[config.mk]
export PLATFORM = sky130hd
export DESIGN_NAME = zynq_axil_csr_responder
export DESIGN_NICKNAME = d
export VERILOG_FILES = /design/src/rtl/zynq_axil_pkg.sv /design/src/rtl/zynq_axil_wr_join.sv /design/src/rtl/zynq_axil_csr_responder.sv
export SDC_FILE = /design/constraint.sdc
export NUM_CORES = 1
export LEC_CHECK = 0
export BUFFER_PORTS_ARGS = -buffer_cell sky130_fd_sc_hd__buf_2
export CORE_MARGIN = 5
export CORE_UTILIZATION = 52
export DETAILED_ROUTE_END_ITERATION = 10
export GPL_TIMING_DRIVEN = 0
export PLACE_DENSITY = 0.9
export SYNTH_ARGS = -nofsm -noshare
export SYNTH_HDL_FRONTEND = slang
export SYNTH_SLANG_ARGS = --single-unit
[constraint.sdc]
create_clock -name clk_i -period 2.1 [get_ports clk_i]
set_clock_uncertainty 0.15 [all_clocks]
set_input_delay 0.105 -clock clk_i [delete_from_list [all_inputs] [get_ports clk_i]]
set_output_delay 0.105 -clock clk_i [all_outputs]
set_load 0.02 [all_outputs]
[src/rtl/zynq_axil_pkg.sv]
// Shared AXI4-Lite definitions for the PS-to-PL CSR responder slice.
package zynq_axil_pkg;

  localparam int unsigned axil_addr_max_lp = 32;
  localparam int unsigned axil_data_lp     = 32;

  typedef enum logic [1:0] {
    e_axil_okay   = 2'b00,
    e_axil_slverr = 2'b10
  } axil_resp_e;

  // Joined write request; the address is zero-extended to the widest supported bus.
  typedef struct packed {
    logic [axil_addr_max_lp-1:0] addr;
    logic [axil_data_lp-1:0]     data;
    logic [axil_data_lp/8-1:0]   strb;
  } axil_wr_hold_s;

endpackage

[src/rtl/zynq_axil_wr_join.sv]
// AW/W hold registers: each channel fills independently, and one commit drains both.
module zynq_axil_wr_join
  import zynq_axil_pkg::*;
#(
  parameter int unsigned addr_width_p = 10
) (
  input  logic                    clk_i,
  input  logic                    reset_i,
  input  logic [addr_width_p-1:0] awaddr_i,
  input  logic                    awvalid_i,
  output logic                    awready_o,
  input  logic [31:0]             wdata_i,
  input  logic [3:0]              wstrb_i,
  input  logic                    wvalid_i,
  output logic                    wready_o,
  input  logic                    b_stall_i,
  output logic                    commit_o,
  output axil_wr_hold_s           hold_o
);

  logic          aw_full_q, aw_full_d;
  logic          w_full_q, w_full_d;
  axil_wr_hold_s hold_q, hold_d;

  always_comb begin
    awready_o = ~aw_full_q & ~reset_i;
    wready_o  = ~w_full_q & ~reset_i;
    commit_o  = aw_full_q & w_full_q & ~b_stall_i;

    aw_full_d = aw_full_q;
    w_full_d  = w_full_q;
    hold_d    = hold_q;

    if (commit_o) begin
      aw_full_d = 1'b0;
      w_full_d  = 1'b0;
    end
    // A full hold never accepts, so a fill cannot collide with the commit that drains it.
    if (awvalid_i & awready_o) begin
      aw_full_d   = 1'b1;
      hold_d.addr = 32'(awaddr_i);
    end
    if (wvalid_i & wready_o) begin
      w_full_d    = 1'b1;
      hold_d.data = wdata_i;
      hold_d.strb = wstrb_i;
    end
  end

  always_ff @(posedge clk_i) begin
    if (reset_i) begin
      aw_full_q <= 1'b0;
      w_full_q  <= 1'b0;
      hold_q    <= '0;
    end else begin
      aw_full_q <= aw_full_d;
      w_full_q  <= w_full_d;
      hold_q    <= hold_d;
    end
  end

  assign hold_o = hold_q;

endmodule

[src/rtl/zynq_axil_csr_responder.sv]
// AXI4-Lite subordinate exposing R/W CSRs and read-only status words to PL logic.
module zynq_axil_csr_responder
  import zynq_axil_pkg::*;
#(
  parameter int unsigned addr_width_p = 10,
  parameter int unsigned data_width_p = 32,
  parameter int unsigned num_csr_p    = 4,
  parameter int unsigned num_ro_p     = 2
) (
  input  logic                          clk_i,
  input  logic                          reset_i,
  input  logic [addr_width_p-1:0]       awaddr_i,
  input  logic [2:0]                    awprot_i,
  input  logic                          awvalid_i,
  output logic                          awready_o,
  input  logic [data_width_p-1:0]       wdata_i,
  input  logic [3:0]                    wstrb_i,
  input  logic                          wvalid_i,
  output logic                          wready_o,
  output logic [1:0]                    bresp_o,
  output logic                          bvalid_o,
  input  logic                          bready_i,
  input  logic [addr_width_p-1:0]       araddr_i,
  input  logic [2:0]                    arprot_i,
  input  logic                          arvalid_i,
  output logic                          arready_o,
  output logic [data_width_p-1:0]       rdata_o,
  output logic [1:0]                    rresp_o,
  output logic                          rvalid_o,
  input  logic                          rready_i,
  output logic [num_csr_p*32-1:0]       csr_data_o,
  output logic [num_csr_p-1:0]          csr_w_v_o,
  input  logic [num_ro_p*32-1:0]        ro_data_i
);

  logic [num_csr_p-1:0][31:0] csr_q, csr_d;
  logic [num_csr_p-1:0]       csr_w_v_q, csr_w_v_d;
  logic                       bvalid_q, bvalid_d;
  logic [1:0]                 bresp_q, bresp_d;
  logic                       rvalid_q, rvalid_d;
  logic [1:0]                 rresp_q, rresp_d;
  logic [31:0]                rdata_q, rdata_d;

  logic                       commit;
  axil_wr_hold_s              hold;
  logic [29:0]                wr_idx, rd_idx;
  logic [31:0]                ar_addr_ext;
  logic                       unused_bits;

  assign unused_bits = ^{awprot_i, arprot_i, ar_addr_ext[1:0], hold.addr[1:0]};

  zynq_axil_wr_join #(
    .addr_width_p(addr_width_p)
  ) wr_join (
    .clk_i    (clk_i),
    .reset_i  (reset_i),
    .awaddr_i (awaddr_i),
    .awvalid_i(awvalid_i),
    .awready_o(awready_o),
    .wdata_i  (wdata_i),
    .wstrb_i  (wstrb_i),
    .wvalid_i (wvalid_i),
    .wready_o (wready_o),
    .b_stall_i(bvalid_q & ~bready_i),
    .commit_o (commit),
    .hold_o   (hold)
  );

  always_comb begin
    wr_idx    = hold.addr[31:2];
    csr_d     = csr_q;
    csr_w_v_d = '0;
    bvalid_d  = bvalid_q & ~bready_i;
    bresp_d   = bresp_q;
    if (commit) begin
      bvalid_d = 1'b1;
      bresp_d  = e_axil_slverr;
      for (int unsigned k = 0; k < num_csr_p; k++) begin
        if (wr_idx == 30'(k)) begin
          bresp_d      = e_axil_okay;
          csr_w_v_d[k] = 1'b1;
          for (int unsigned b = 0; b < 4; b++) begin
            if (hold.strb[b]) csr_d[k][8*b +: 8] = hold.data[8*b +: 8];
          end
        end
      end
    end
  end

  // Reads see csr_q, so a same-cycle commit to the same register is not visible yet.
  always_comb begin
    ar_addr_ext = 32'(araddr_i);
    rd_idx      = ar_addr_ext[31:2];
    arready_o   = (~rvalid_q | rready_i) & ~reset_i;
    rvalid_d    = rvalid_q & ~rready_i;
    rdata_d     = rdata_q;
    rresp_d     = rresp_q;
    if (arvalid_i & arready_o) begin
      rvalid_d = 1'b1;
      rdata_d  = '0;
      rresp_d  = e_axil_slverr;
      for (int unsigned k = 0; k < num_csr_p; k++) begin
        if (rd_idx == 30'(k)) begin
          rdata_d = csr_q[k];
          rresp_d = e_axil_okay;
        end
      end
      for (int unsigned k = 0; k < num_ro_p; k++) begin
        if (rd_idx == 30'(num_csr_p + k)) begin
          rdata_d = ro_data_i[32*k +: 32];
          rresp_d = e_axil_okay;
        end
      end
    end
  end

  always_ff @(posedge clk_i) begin
    if (reset_i) begin
      csr_q     <= '0;
      csr_w_v_q <= '0;
      bvalid_q  <= 1'b0;
      bresp_q   <= '0;
      rvalid_q  <= 1'b0;
      rresp_q   <= '0;
      rdata_q   <= '0;
    end else begin
      csr_q     <= csr_d;
      csr_w_v_q <= csr_w_v_d;
      bvalid_q  <= bvalid_d;
      bresp_q   <= bresp_d;
      rvalid_q  <= rvalid_d;
      rresp_q   <= rresp_d;
      rdata_q   <= rdata_d;
    end
  end

  assign csr_data_o = csr_q;
  assign csr_w_v_o  = csr_w_v_q;
  assign bvalid_o   = bvalid_q;
  assign bresp_o    = bresp_q;
  assign rvalid_o   = rvalid_q;
  assign rresp_o    = rresp_q;
  assign rdata_o    = rdata_q;

endmodule

* Word-level counts from Yosys, hierarchy flattened
Index checks and enable logic that the tools add are counted.
** Cells by class
- Reductions and logical operators :: 21
- Mux-type cells :: 25
- Equal/unequal tests :: 8
- Bitwise operators :: 19
** Operators by type and width (number)
- 32-bit 2-to-1 mux :: 6
- 3-bit AND reduction :: 16
- 8-bit by 2-bit == test with 1-bit output (second input constant) :: 4
- 30-bit logical NOT :: 1
- 2-bit 2-to-1 mux :: 10
- 8-bit by 1-bit == test with 1-bit output (second input constant) :: 2
- 8-bit by 3-bit == test with 1-bit output (second input constant) :: 2
- 1-bit bitwise AND :: 10
- 1-bit 2-to-1 mux :: 9
- 8-bit logical NOT :: 1
- 1-bit inverter :: 8
- 2-bit nonzero test :: 2
- 2-bit OR reduction :: 1
- 1-bit OR :: 1
** Storage, ports and cells
- Output and inout bits :: 173
- Bits in registers :: 218
- Bits of input ports :: 133

* Longest topological paths before layout
Gate-level depths: netlist of run 1.
- Depth after elaboration :: 7
- Depth in mapped cells :: 7
- Depth with buffers taken out :: 4

* By module
A second synthesis of run 1 with hierarchy kept.
** Unflattened totals
- Cells, all modules :: 1212
- Area total of the unflattened synthesis :: 10736.5 um^2
** By module, submodules not included
- zynq_axil_csr_responder :: cells each 969, seq. area each 3363.2 um^2, times used 1, area each 8318.0 um^2
- zynq_axil_wr_join :: cells each 243, seq. area each 960.9 um^2, times used 1, area each 2418.6 um^2

* Least setup slack after synthesis of run 1
No wires, ideal clock.
- Path kind :: flip-flop to flip-flop
- Start :: register wr_join.w_full_q
- End :: register wr_join.hold_q, in the netlist wr_join.hold_o[0]
- Setup slack :: 421 ps
- Library setup time :: 130 ps
- Required time :: 1820 ps
- Arrival :: 1398 ps
- Cell stages (with the launch flop) :: 6
- Clock period less this slack :: 1679 ps
- Cells stage by stage :: dfxtp_1 > nor2_1 > and2_1 > clkbuf_1 > clkbuf_1 > o21ai_0
** Between the ends
- Word-level cells in the longest chain between the ends :: 3
** Ends and longest elaborated chain
- from (decl) :: line zynq_axil_wr_join.sv:22 : logic w_full_q, w_full_d;
- from (signal assigned) :: line zynq_axil_wr_join.sv:57 : w_full_q <= w_full_d;
- 1-bit inverter :: line zynq_axil_wr_join.sv:27 : wready_o = ~w_full_q & ~reset_i;
- 1-bit bitwise AND :: line zynq_axil_wr_join.sv:27
- via wready_o :: line zynq_axil_csr_responder.sv:19 : output logic wready_o,
- 1-bit bitwise AND :: line zynq_axil_wr_join.sv:43 : if (wvalid_i & wready_o) begin
- to (signal assigned) :: line zynq_axil_wr_join.sv:58 : hold_q <= hold_d;
- to (decl) :: line zynq_axil_wr_join.sv:23 : axil_wr_hold_s hold_q, hold_d;
The timed path passes the listed nets, and every way through them passes these cells.
A chain may end at the register's enable or synchronous reset.

* Worst setup path in the final report of run 1
- Start :: register wr_join.hold_q, in the netlist wr_join.hold_o[45]
- End :: register csr_q, in the netlist csr_data_o[51]
** Between the ends
- Word-level cells in the longest chain between the ends :: 2
** Ends and longest elaborated chain
- 8-bit by 1-bit == test with 1-bit output :: line zynq_axil_csr_responder.sv:79 : if (wr_idx == 30'(k)) begin
- 3-bit AND reduction (no source line)
- to (signal assigned) :: line zynq_axil_csr_responder.sv:127 : csr_q <= csr_d;
- to (decl) :: line zynq_axil_csr_responder.sv:36 : logic [num_csr_p-1:0][31:0] csr_q, csr_d;
Every way passes these cells.

==> reports/metrics.csv, run 1 <==
metric,value,unit
DRC viols,0,
Synth Flop Type,dfxtp_1,
number of flops mapped to enable cells by yosys,0,
clk_lat worst skew,0.52,ns
Tot GR Track Use,0.404,
Total Power,9680,uW
Via density,6.41,
nature of the critical path endpoint,flop,
total grt overflow,0,
maximum clock rate,482,MHz
share of cells above drive strength 1,0.249,
GRT busiest layer,met2,
"antenna viol nets, final",0,
Synth area leaders,"dfxtp_1, o21ai_0, a21oi_1",
CTS Sinks,214,
status,"finished, violations left",
post-synthesis cell count,1211,
Final Max Slew Viols,0,
Worst-path clk slew,0.06,ns
final hold vios,2,
final critical-path share of the clock period,0.988,
die area,22100,sq um
worst-path fanout max,10,
TritonCTS Buffers,23,
fin crit period,2.08,ns
Die X,149,um
Core Area,18800,sq um
register area share after synthesis,0.429,
Initial DRC Count,1717,
drt total wl,46900,um
#FFs+latches synth,214,
most frequent cells after synthesis,"dfxtp_1, o21ai_0, a21oi_1, nand4_1, nand2_1",
synthesized area,10000,sq um
slew margin rel.,0.415,
Hold WS,-0.00284,ns
fin nets,1778,
Startpoint Class,flop,
post-synth top area share,0.429,
Initial Utilization,0.531,
port buffer count,291,
Chip Height,149,um
initial antenna violation count,4,
CP peak stage delay,0.32,ns
vias in the first global route,11900,
post-synthesis area per instance,8.25,sq um
ys async rst share,0,
I/O pins,306,
area delta synth->final,37.9,%
first-pass GRT wire length,69900,um
met3 usage,0.115,
routability congestion estimate,1.01,
H-tree depth,1,
most common cell in the netlist,dfxtp_1,
final design utilization,0.732,
placed instance count,1763,
CP Class,reg -> reg,
post-route non-filler standard cell count,1924,
via count,12300,
design area,13800,sq um
HPWL Detailed,33200,um
"area leader, netlist",dfxtp_1,
YS warnings,0,
placed inst area,11800,sq um
1st-pass router iterations,6,
Rows,50,
Synth cell types,45,
RSZ-0062 raised after global routing,yes,
Maximum Capacitance Violations,0,
WP data required,2.38,ns
arrival time at the worst endpoint,2.35,ns
Worst Hold Class,in -> reg,
power per cell area,702,nW/um^2
WL/cell,24.4,um
# setup viols final,0,
failing checks,negative hold slack,
deepest clock path buffer count,3,
worst slew pin tran,0.877,ns
VDD IR max,572,uV
CP Cell Sequence,"nor4_2, and4_1, buf_2, clkbuf_4, nand4_1, a21oi_1",
clk root buf,clkbuf_16,
routing usage on met2,0.653,
met1 usage,0.495,
CTS tree,yes,
slowest CP cell,dfxtp_1,
static leakage,0.00548,uW
largest net degree at the start of global routing,14,
critical path, delay by kind of cell, from the launching register on:
family                 cells  cell delay [ns]
and+or+nand+nor            3             0.79
buffers and inverters      2             0.50
DFF                        1             0.32
AOI/OAI and AO/OA          1             0.23
through the flow:
step                      setup WS [ns]  hold WS [ns]  TNS, ns
after global routing            -0.0160       0.00558  -0.0508
after floorplan                   0.421        0.0636        0
final                            0.0242      -0.00284        0
after global placement           -0.273         0.148   -15.59
after CTS                        0.0215       0.00252        0
after detailed placement         -0.299         0.154   -22.84
final timing paths:
kind / depth (start not counted) / slack [ns] / to / from
setup / recovery: 6 / 0.02 / csr_data_o[51] / wr_join.hold_o[45]
hold / removal: 5 / -0.003 / rdata_o[10] / araddr_i[7]
setup reg to reg: 6 / 0.02 / csr_data_o[51] / wr_join.hold_o[45]
hold reg to reg: 2 / 0.30 / rdata_o[26] / rdata_o[26]
area by class of cell:
class / count / area, sq um
timing repair buffer: 408 / 2620
fill: 1421 / 5050
sequential: 214 / 4280
antenna: 2 / 5.00
inverter: 14 / 52.6
clock buffer: 32 / 649
tap: 260 / 325
multi-input combinational: 854 / 5130
buffer: 130 / 589
clock inverter: 10 / 133
what timing repair did:
action | CTS | global route
buffers inserted | 2 | 3
resized for setup | 1 | 53
pin swaps | 1 | 2
gates cloned | 0 | 0
hold buffers | 113 | 1
hold endpoints to repair | 81 | 1
endpoints found under the setup margin | 105 | 119
registers in the layout (all words and copies together) (netlist names):
| name | flops |
|---|---|
| bresp_o | 1 |
| bvalid_o | 1 |
| csr_data_o | 128 |
| csr_w_v_o | 4 |
| rdata_o | 32 |
| rresp_o | 1 |
| rvalid_o | 1 |
| wr_join.aw_full_q | 1 |
| wr_join.hold_o | 44 |
| wr_join.w_full_q | 1 |
cells by family after synthesis:
family / after synthesis / share of synthesized area
buffers and inverters: 144 / 0.0603
DFF: 214 / 0.429
muxes: 45 / 0.0588
AOI/OAI and AO/OA: 422 / 0.236
other: 1 / 0.000375
and+or+nand+nor: 385 / 0.216
per-layer routing:
metal,part of all wire,up-vias
met5,0.00068,-
met4,0.068,4
met3,0.14,263
met2,0.44,1076
met1,0.35,5650
li1,-,5345
where the power goes:
group | internal [uW] | switching, uW | total [uW] | leakage [uW]
clock | 2530 | 1730 | 4260 | 0.000389
sequential | 4130 | 114 | 4250 | 0.00173
combinational | 454 | 717 | 1170 | 0.00336
layout by cell type (no fill, tap or decap), types with 14 or more instances in the layout:
cell type and count:
clkbuf_1 76, inv_1 14, a32oi_1 15, o21ai_0 161, a21oi_1 163, o22ai_1 18, nand3_1 19, nand2b_1 57
nor2b_1 27, or3_1 15, mux2i_1 25, a211oi_1 16, dlygate4sd3_1 111, nor2_1 15, nand4_1 114, clkbuf_2 17
dfxtp_1 214, nand2_1 102, o2bb2ai_1 15, buf_2 316, clkbuf_16 23
Note: power is estimated with default switching activity, not from simulation.
==> inputs of run 2 (changes only) <==
--- a/config.mk
+++ b/config.mk
@@ -5,12 +5,15 @@
 export SDC_FILE = /design/constraint.sdc
 export NUM_CORES = 1
 export LEC_CHECK = 0
+export ABC_CLOCK_PERIOD_IN_PS = 2600
 export BUFFER_PORTS_ARGS = -buffer_cell sky130_fd_sc_hd__buf_2
+export CELL_PAD_IN_SITES_DETAIL_PLACEMENT = 1
+export CELL_PAD_IN_SITES_GLOBAL_PLACEMENT = 1
 export CORE_MARGIN = 5
-export CORE_UTILIZATION = 52
+export CORE_UTILIZATION = 40
 export DETAILED_ROUTE_END_ITERATION = 10
 export GPL_TIMING_DRIVEN = 0
-export PLACE_DENSITY = 0.9
+export PLACE_DENSITY = 0.94
 export SYNTH_ARGS = -nofsm -noshare
 export SYNTH_HDL_FRONTEND = slang
 export SYNTH_SLANG_ARGS = --single-unit
==> constraint.sdc (replaced) <==
create_clock -name clk_i -period 2.6 [get_ports clk_i]
set_clock_uncertainty 0.15 [all_clocks]
set_input_delay 0.13 -clock clk_i [delete_from_list [all_inputs] [get_ports clk_i]]
set_output_delay 0.13 -clock clk_i [all_outputs]
set_load 0.02 [all_outputs]
==> run 2 against run 1 <==
Effect of this change:
- worst setup slack improved by 0.020 ns
- non-clock buffer count shrank 8
- combinational power decreased by 18%
- register-to-register slack better by 0.02 ns
- first-iteration DRC count is 15% lower
- cell count is 2.9% higher
- utilization fell by 17 points
- clock power fell by 18%
- clock-buffer cell count increased by 6
- sequential cell count stayed put
- the flow now finishes without violations
==> reports/metrics.csv, run 2 (synthesized netlist as in run 1, its figures left out) <==
metric,value,unit,change
status,"finished, final reports clean",,
Chip Height,168,um,+13%
port buffer count,291,,unchanged
clk root buf,clkbuf_16,,
setup TNS,0,ns,unchanged
Final Max Slew Viols,0,,unchanged
Startpoint Class,flop,,
Die X,168,um,+13%
RSZ-0062 raised after global routing,no,,
share of cells above drive strength 1,0.237,,-0.0124
largest net degree at the start of global routing,13,,-1
H-tree depth,1,,unchanged
share of power burned in registers,0.435,,-0.004
fin nets,1772,,-0.34%
Sw Share,0.272,,+0.00775
VDD IR max,555,uV,-3.0%
WL/cell,27.2,um,+12%
clock share of power,0.443,,+0.003
"antenna viol nets, final",0,,unchanged
arrival time at the worst endpoint,2.82,ns,+0.47 ns
I/O pins,306,,unchanged
drt total wl,53900,um,+15%
Core Area,24500,sq um,+30%
CTS tree,yes,,
Initial DRC Count,1459,,-15%
"most common cell after layout, fill and taps aside",buf_2,,
total grt overflow,0,,unchanged
first-pass GRT wire length,79500,um,+14%
slew margin rel.,0.353,,-0.0620
WP data required,2.86,ns,+0.48 ns
HPWL Detailed,38000,um,+14%
most frequent cells in the layout,"buf_2, dfxtp_1, o21ai_0, a21oi_1, nand4_1",,
nature of the critical path endpoint,flop,,
1st-pass router iterations,5,,-1
clk_lat worst skew,0.53,ns,about the same
worst-path fanout max,10,,unchanged
deepest clock path buffer count,3,,unchanged
maximum clock rate,391,MHz,-19%
CP Class,reg -> reg,,
Total Power,7890,uW,-18%
area of the multi-input gates,5110,sq um,-0.29%
FF/Latch Area,4280,sq um,unchanged
Initial Utilization,0.409,,-0.122
FILL cells,2987,,+110%
power per cell area,574,nW/um^2,-18%
TritonCTS Buffers,25,,+8.7%
Maximum Capacitance Violations,0,,unchanged
final critical-path share of the clock period,0.983,,-0.00538
die area,28300,sq um,+28%
DRC viols,0,,unchanged
Rows,57,,+14%
Worst Hold Class,in -> reg,,
Ant. Diodes,0,,-2
routability congestion estimate,0.967,,-4.1%
vias in the first global route,12800,,+7.2%
Comb power frac,0.122,,about the same
via count,12400,,+0.32%
# setup viols final,0,,unchanged
P_sw,2150,uW,-16%
worst slew pin tran,0.970,ns,+0.0930 ns
Tot GR Track Use,0.361,,-0.0433
Via density,6.25,,-2.5%
fin crit period,2.56,ns,+0.480 ns
Worst-path clk slew,0.06,ns,about the same
area delta synth->final,37.6,%,
final hold vios,0,,-2
static leakage,0.00545,uW,-0.67%
Internal,5750,uW,-19%
CTS Sinks,214,,unchanged
max reg flops,128,,unchanged
initial antenna violation count,0,,-4
[run 2: power groups by stage]
stage | logic (uW) | registers [uW] | clock network [uW]
finish | 962 | 3440 | 3500
detailed placement | 774 | 3500 | 0
global placement | 754 | 3490 | 0
global route | 1000 | 3440 | 3640
floorplan | 422 | 3470 | 0
CTS | 907 | 3430 | 3490
[run 2: area by class of cell]
type	count	area share
plain buffers	130	0.0402
clock buffers	38	0.0541
clock inverters	6	0.00400
inverters	14	0.00382
multi-input cells	854	0.372
flip-flops and latches	214	0.311
well taps	324	0.0295
repair buffers	400	0.185
[run 2: metrics by stage]
stage	worst slack (ns)	hold WS [ns]	utilization	cells	area, sq um
after floorplan	0.921	0.0886	-	1212	10000
after global placement	0.112	0.177	0.485	1827	11900
after detailed placement	0.00253	0.182	0.485	1827	11900
after CTS	0.0759	0.00145	0.562	1980	13800
after global routing	0.0137	0.0371	0.562	1980	13800
final	0.0440	0.00396	0.562	1980	13800
[run 2: path summary, 6_finish.rpt]
path | cells after the start | startpoint | end | slack [ns]
worst max-delay path | 5 | rvalid_o | rdata_o[20] | 0.04
worst min-delay path | 5 | ro_data_i[29] | rdata_o[29] | 0.004
worst max register to register | 5 | rvalid_o | rdata_o[20] | 0.04
worst min register to register | 2 | rdata_o[26] | rdata_o[26] | 0.31
[run 2: worst max-delay path, cell delays in order, from the launching register on]
cell and delay [ns]:
dfxtp_1 0.35, nand2b_1 0.18, a21oi_1 0.77, clkbuf_1 0.52, nand2_1 0.17, a32oi_1 0.30
[run 2: repair_timing]
action | 4_1_cts | 5_1_grt
resized for setup | 0 | 5
endpoints found under the hold margin | 79 | 0
endpoints found under the setup margin | 0 | 3
hold buffers | 109 | 0
setup buffers | 0 | 0
[run 2: layer usage]
layer,track usage,part of all wire,vias up
met5,0,0,-
met4,0.163,0.054,0
met3,0.0898,0.12,205
met2,0.615,0.46,914
met1,0.429,0.36,5948
li1,-,-,5311
